[src/rtl/unsigned_radix2_divider.sv]
// Iterative radix-2 restoring divider for unsigned operands.
// One quotient bit per cycle; a zero divisor completes in a single cycle with RISC-V results.
module unsigned_radix2_divider #(
  parameter int DATA_WIDTH = 32
) (
  input  logic                  clk,
  input  logic                  rst_n,
  input  logic                  start,
  input  logic [DATA_WIDTH-1:0] dividend,
  input  logic [DATA_WIDTH-1:0] divisor,
  output logic [DATA_WIDTH-1:0] quotient,
  output logic [DATA_WIDTH-1:0] remainder,
  output logic                  done,
  output logic                  divisor_is_zero
);

  localparam int W  = DATA_WIDTH;
  localparam int CW = $clog2(W);

  localparam logic [0:0]    S_IDLE   = 1'b0;
  localparam logic [0:0]    S_RUN    = 1'b1;
  localparam logic [CW-1:0] CNT_LAST = CW'(W - 1);
  localparam logic [CW-1:0] CNT_ONE  = CW'(1);
  localparam logic [CW-1:0] CNT_ZERO = CW'(0);

  logic [0:0]    r_state;
  logic [CW-1:0] r_count;
  logic [W-1:0]  r_work_q;
  logic [W-1:0]  r_work_r;
  logic [W-1:0]  r_div;
  logic [W-1:0]  r_quotient;
  logic [W-1:0]  r_remainder;
  logic          r_done;
  logic          r_div_zero;

  logic [W:0]    w_shift;
  logic          w_ge;
  logic [W-1:0]  w_diff;
  logic [W-1:0]  w_rem_next;
  logic [W-1:0]  w_q_next;

  // One restoring step; the shifted partial remainder is W+1 bits so large divisors cannot overflow.
  always_comb begin
    w_shift = {r_work_r, r_work_q[W-1]};
    w_ge    = (w_shift >= {1'b0, r_div});
    w_diff  = w_shift[W-1:0] - r_div;
    if (w_ge) begin
      w_rem_next = w_diff;
      w_q_next   = {r_work_q[W-2:0], 1'b1};
    end else begin
      w_rem_next = w_shift[W-1:0];
      w_q_next   = {r_work_q[W-2:0], 1'b0};
    end
  end

  // Control FSM, working registers and registered results.
  always_ff @(posedge clk or negedge rst_n) begin
    if (!rst_n) begin
      r_state     <= S_IDLE;
      r_count     <= CNT_ZERO;
      r_work_q    <= {W{1'b0}};
      r_work_r    <= {W{1'b0}};
      r_div       <= {W{1'b0}};
      r_quotient  <= {W{1'b0}};
      r_remainder <= {W{1'b0}};
      r_done      <= 1'b0;
      r_div_zero  <= 1'b0;
    end else begin
      r_done <= 1'b0;
      if (start) begin
        // A new start wins over any operation in flight.
        if (divisor == {W{1'b0}}) begin
          r_state     <= S_IDLE;
          r_count     <= CNT_ZERO;
          r_quotient  <= {W{1'b1}};
          r_remainder <= dividend;
          r_div_zero  <= 1'b1;
          r_done      <= 1'b1;
        end else begin
          r_state  <= S_RUN;
          r_count  <= CNT_LAST;
          r_work_q <= dividend;
          r_work_r <= {W{1'b0}};
          r_div    <= divisor;
        end
      end else if (r_state == S_RUN) begin
        r_work_q <= w_q_next;
        r_work_r <= w_rem_next;
        if (r_count == CNT_ZERO) begin
          r_state     <= S_IDLE;
          r_quotient  <= w_q_next;
          r_remainder <= w_rem_next;
          r_div_zero  <= 1'b0;
          r_done      <= 1'b1;
        end else begin
          r_count <= r_count - CNT_ONE;
        end
      end else begin
        r_state <= S_IDLE;
      end
    end
  end

  assign quotient        = r_quotient;
  assign remainder       = r_remainder;
  assign done            = r_done;
  assign divisor_is_zero = r_div_zero;

endmodule

[config.mk]
export PLATFORM = sky130hd
export DESIGN_NAME = unsigned_radix2_divider
export DESIGN_NICKNAME = d
export VERILOG_FILES = /design/src/rtl/unsigned_radix2_divider.sv
export SDC_FILE = /design/constraint.sdc
export NUM_CORES = 1
export LEC_CHECK = 0
export ABC_CLOCK_PERIOD_IN_PS = 4500
export CAP_MARGIN = 20
export CORE_ASPECT_RATIO = 1.1
export CORE_MARGIN = 4
export CORE_UTILIZATION = 54
export DETAILED_ROUTE_END_ITERATION = 6
export HOLD_SLACK_MARGIN = 0.15
export PLACE_DENSITY = 0.75
export SYNTH_ARGS = -nofsm -noshare
export SYNTH_HDL_FRONTEND = slang
export SYNTH_SLANG_ARGS = --single-unit
[constraint.sdc]
create_clock -name clk -period 4.5 [get_ports clk]
set_input_delay 0.9 -clock clk [delete_from_list [all_inputs] [get_ports clk]]
set_output_delay 0.9 -clock clk [all_outputs]
set_load 0.05 [all_outputs]
==> out/qor.yml <==
layout:
  syn_to_final_growth_pct: 22.4
  nets: 1210
  layout-drive-gt1-share_pct: 9.46
  n_antenna_cell: 0
  fin_cells: 1325
placement:
  dpl.hpwl_microns: 17000
  place.gp.congestion: 0.942
  placedCellCount: 1293
  pre_cts_slack_ps: 668
  portBuffers: 132
sta:
  rsz0062_at_grt: "false"
  fmax_ghz: 0.296
  slew_headroom_pct: 46.1
  finalClockSkew_ps: 8.17
  setup_viol: 0
  drv_slew: 0
  setup_slack_ps: 1120
  hold_viol_final: 0
  period_minus_slack_ps: 3380
  tns_ps: 0
  fin_crit_sh_pct: 75.0
  tightest_slew_ps: 809
worst_setup_path:
  cp_data_arrival_time_ps: 3680
  slowest_delay_ps: 460
  r2r-start: "r_work_r[11]"
  path_class: "in -> reg"
  crit_path_frequent_cell: "buf_4"
  critPathTopFamily: "simple AND/OR/NAND/NOR gates"
  crit_chain: "clkdlybuf4s50_1 > nor4_1 > nand4_1 > nor3_2 > buf_4 > or2_4 > buf_4 > o21ai_0"
  cp_max_fo: 42
  path_buf_inv: 3
  end_kind: "flop"
  critPathSlowestCell: "or2_4"
  cp-startpoint: "divisor[24]"
  cp-start-kind: "input pin"
  required_ps: 4800
cts:
  clkTransAtPathRegs_ps: 70
  numClockSinks: 168
  clockBufferDepth: 2
  numCtsBuffers: 17
  cts_htree_levels: 4
  clock_latency_ps: 430
  cts_tree: "yes"
  cts_root_buf: "clkbuf_16"
  cts_setup_buffers: 0
  postCtsHoldBufs: 0
  cts_resized: 0
pwr:
  p_seq_share_pct: 34.9
  clkPwrFrac_pct: 28.2
  powerDensity_nw_per_um2: 491
  internal_power_mw: 3.40
  power_switching_mw: 2.06
  p_leak_nw: 4.85
  p_total_mw: 5.46
  irDropWorstVdd_mv: 0.308
  p_comb_share_pct: 36.9
  switching_share_pct: 37.8
die:
  die_area_sq_um: 19000
  ios: 133
  die_width_microns: 132
  coreArea_sq_um: 16400
  dieHeight_microns: 144
  rows: 49
  initial_core_util_pct: 55.3
synth:
  ys_types: 63
  ys_seq_elements: 168
  synthCells: 1007
  synth.cell_area_sq_um: 9090
  ys_seq_area_share_pct: 46.2
  syn_area_per_cell_sq_um: 9.03
  synth_ff_type: "dfrtp_1"
  async_flop_share_pct: 100
  syn-num-nets: 1109
  yosysWarnings: 0
  synth_edf_count: 0
drt:
  drt_iter0_markers: 617
  drtAntennaViolNets: 0
  wirelength_microns: 22900
  drt_pre_antenna_iters: 5
  via_per_inst: 5.85
  drc: 0
  wl_per_cell_microns: 17.3
  vias: 7755
status:
  outcome: "finished, final reports clean"
hold_path:
  hold_path.class: "in -> async"
run:
  drv_cap: 0
global_routing:
  track_usage_pct: 24.4
  grt_max_degree: 87
  grt-ovfl-total: 0
  grt_pass1_wl_microns: 37300
  antenna_found_initial: 0
  grt_pass1_vias: 7368
-- kinds of logic (layout without fill, tap and decap cells) --
family	after synthesis	in the layout	synth area share, %
xor gates and xnor gates	26	26	2.50
AOI/OAI and AO/OA	299	299	20.7
buffers and inverters	110	224	5.15
DFF	168	168	46.2
muxes	37	37	4.51
adders and majority gates	35	35	4.90
and+or+nand+nor	332	332	16.0
-- worst register-to-register path, delay by kind of cell (launching register included) --
family                   cells  cell delay, ps
flip-flops                   1             430
AO/OA/AOI/OAI                6            1440
AND/OR/NAND/NOR              1             310
buffers and inverters        2             530
adder cells (fa/ha/maj)      1             450
-- layer usage --
layer / share of wire (%) / track usage (%) / up-vias
li1: - / - / 3758
met1: 45 / 34.5 / 3648
met2: 46 / 38.7 / 304
met3: 5.9 / 3.76 / 45
met4: 2.5 / 9.01 / 0
met5: 0 / 0 / -
-- path summary, 6_finish.rpt --
| path | endpoint | slack, ps | cells after the start |
|---|---|---|---|
| min in group clk | r_div[25] | 500 | 1 |
| min reg2reg | r_div[25] | 500 | 1 |
| min | r_work_r[3] | 490 | 1 |
| max | r_work_q[30] | 1120 | 8 |
| max in group asynchronous | quotient[16] | 3000 | 2 |
| max reg2reg | remainder[16] | 1270 | 10 |
-- layout make-up --
type / count / area (sq um)
Clock buffer: 18 / 439
Clock inverter: 14 / 183
Fill cell: 1308 / 5300
Inverter: 47 / 176
Multi-Input combinational cell: 729 / 4430
Sequential cell: 168 / 4200
Tap cell: 204 / 255
Timing Repair Buffer: 145 / 1440
-- layout by cell type (no fill, tap or decap), types with 4 or more instances in the layout --
cell type	n
a211oi_1	5
a21boi_0	27
a21o_1	5
a21oi_1	42
a22oi_1	15
a22oi_2	10
a31oi_1	45
buf_4	11
clkbuf_16	17
clkdlybuf4s50_1	130
clkinv_4	4
dfrtp_1	168
ha_1	34
inv_1	46
inv_6	6
mux2_2	32
mux2i_1	5
nand2_1	151
nand3_1	20
nand4_1	15
nor2_1	97
nor3_1	10
nor4_1	9
o21a_1	8
o21ai_0	88
o21ai_1	25
o21bai_1	5
or3_1	5
xnor2_1	15
xor2_1	11
-- power by group through the flow --
stage          combinational, mW  sequential, mW  clock (mW)
6_report                    2.02            1.91        1.54
2_1_floorplan               1.55            1.84           0
5_1_grt                     2.22            1.93        1.62
3_5_place_dp                1.97            1.92           0
4_1_cts                     1.98            1.90        1.55
3_3_place_gp                1.96            1.92           0
-- through the flow --
step	util, %	cell area [sq um]	hold slack, ps
final	67.8	11100	494
after global routing	67.8	11100	519
after CTS	67.8	11100	509
after detailed placement	64.0	10500	494
after global placement	64.0	10500	484
after floorplan	-	9090	449
-- flip-flops by register name, indices dropped and copies added (netlist names) --
signal	count
r_count	5
r_work_r	32
r_work_q	32
r_div	32
r_state	1
quotient	32
divisor_is_zero	1
remainder	32
done	1
-- synth_stat cells (3+ instances only) --
| master | count | share of area, % |
|---|---|---|
| a221oi_1 | 3 | 0.29 |
| a21boi_0 | 27 | 2.2 |
| nor2b_1 | 3 | 0.21 |
| a21o_1 | 5 | 0.41 |
| nor3_1 | 11 | 0.61 |
| mux2_2 | 32 | 4.0 |
| a22oi_1 | 15 | 1.2 |
| xnor2_1 | 15 | 1.4 |
| nand3_1 | 20 | 1.1 |
| a31oi_1 | 45 | 3.1 |
| xor2_1 | 11 | 1.1 |
| clkbuf_1 | 41 | 1.7 |
| ha_1 | 34 | 4.7 |
| or2_2 | 4 | 0.28 |
| buf_6 | 4 | 0.50 |
| o21a_1 | 8 | 0.66 |
| o21ai_1 | 26 | 1.4 |
| inv_1 | 46 | 1.9 |
| a211oi_1 | 5 | 0.41 |
| nand4_1 | 15 | 1.0 |
| dfrtp_1 | 168 | 46 |
| mux2i_1 | 5 | 0.55 |
| nor2_1 | 97 | 4.0 |
| o21bai_1 | 5 | 0.41 |
| a22oi_2 | 10 | 1.4 |
| a21oi_1 | 42 | 2.3 |
| nor4_1 | 9 | 0.62 |
| or3_1 | 5 | 0.34 |
| nand2_1 | 151 | 6.2 |
| buf_2 | 14 | 0.77 |
| o21ai_0 | 88 | 4.8 |
| o211ai_1 | 3 | 0.25 |
| nand2b_1 | 3 | 0.21 |
Note: power is estimated with default switching activity, not from simulation.
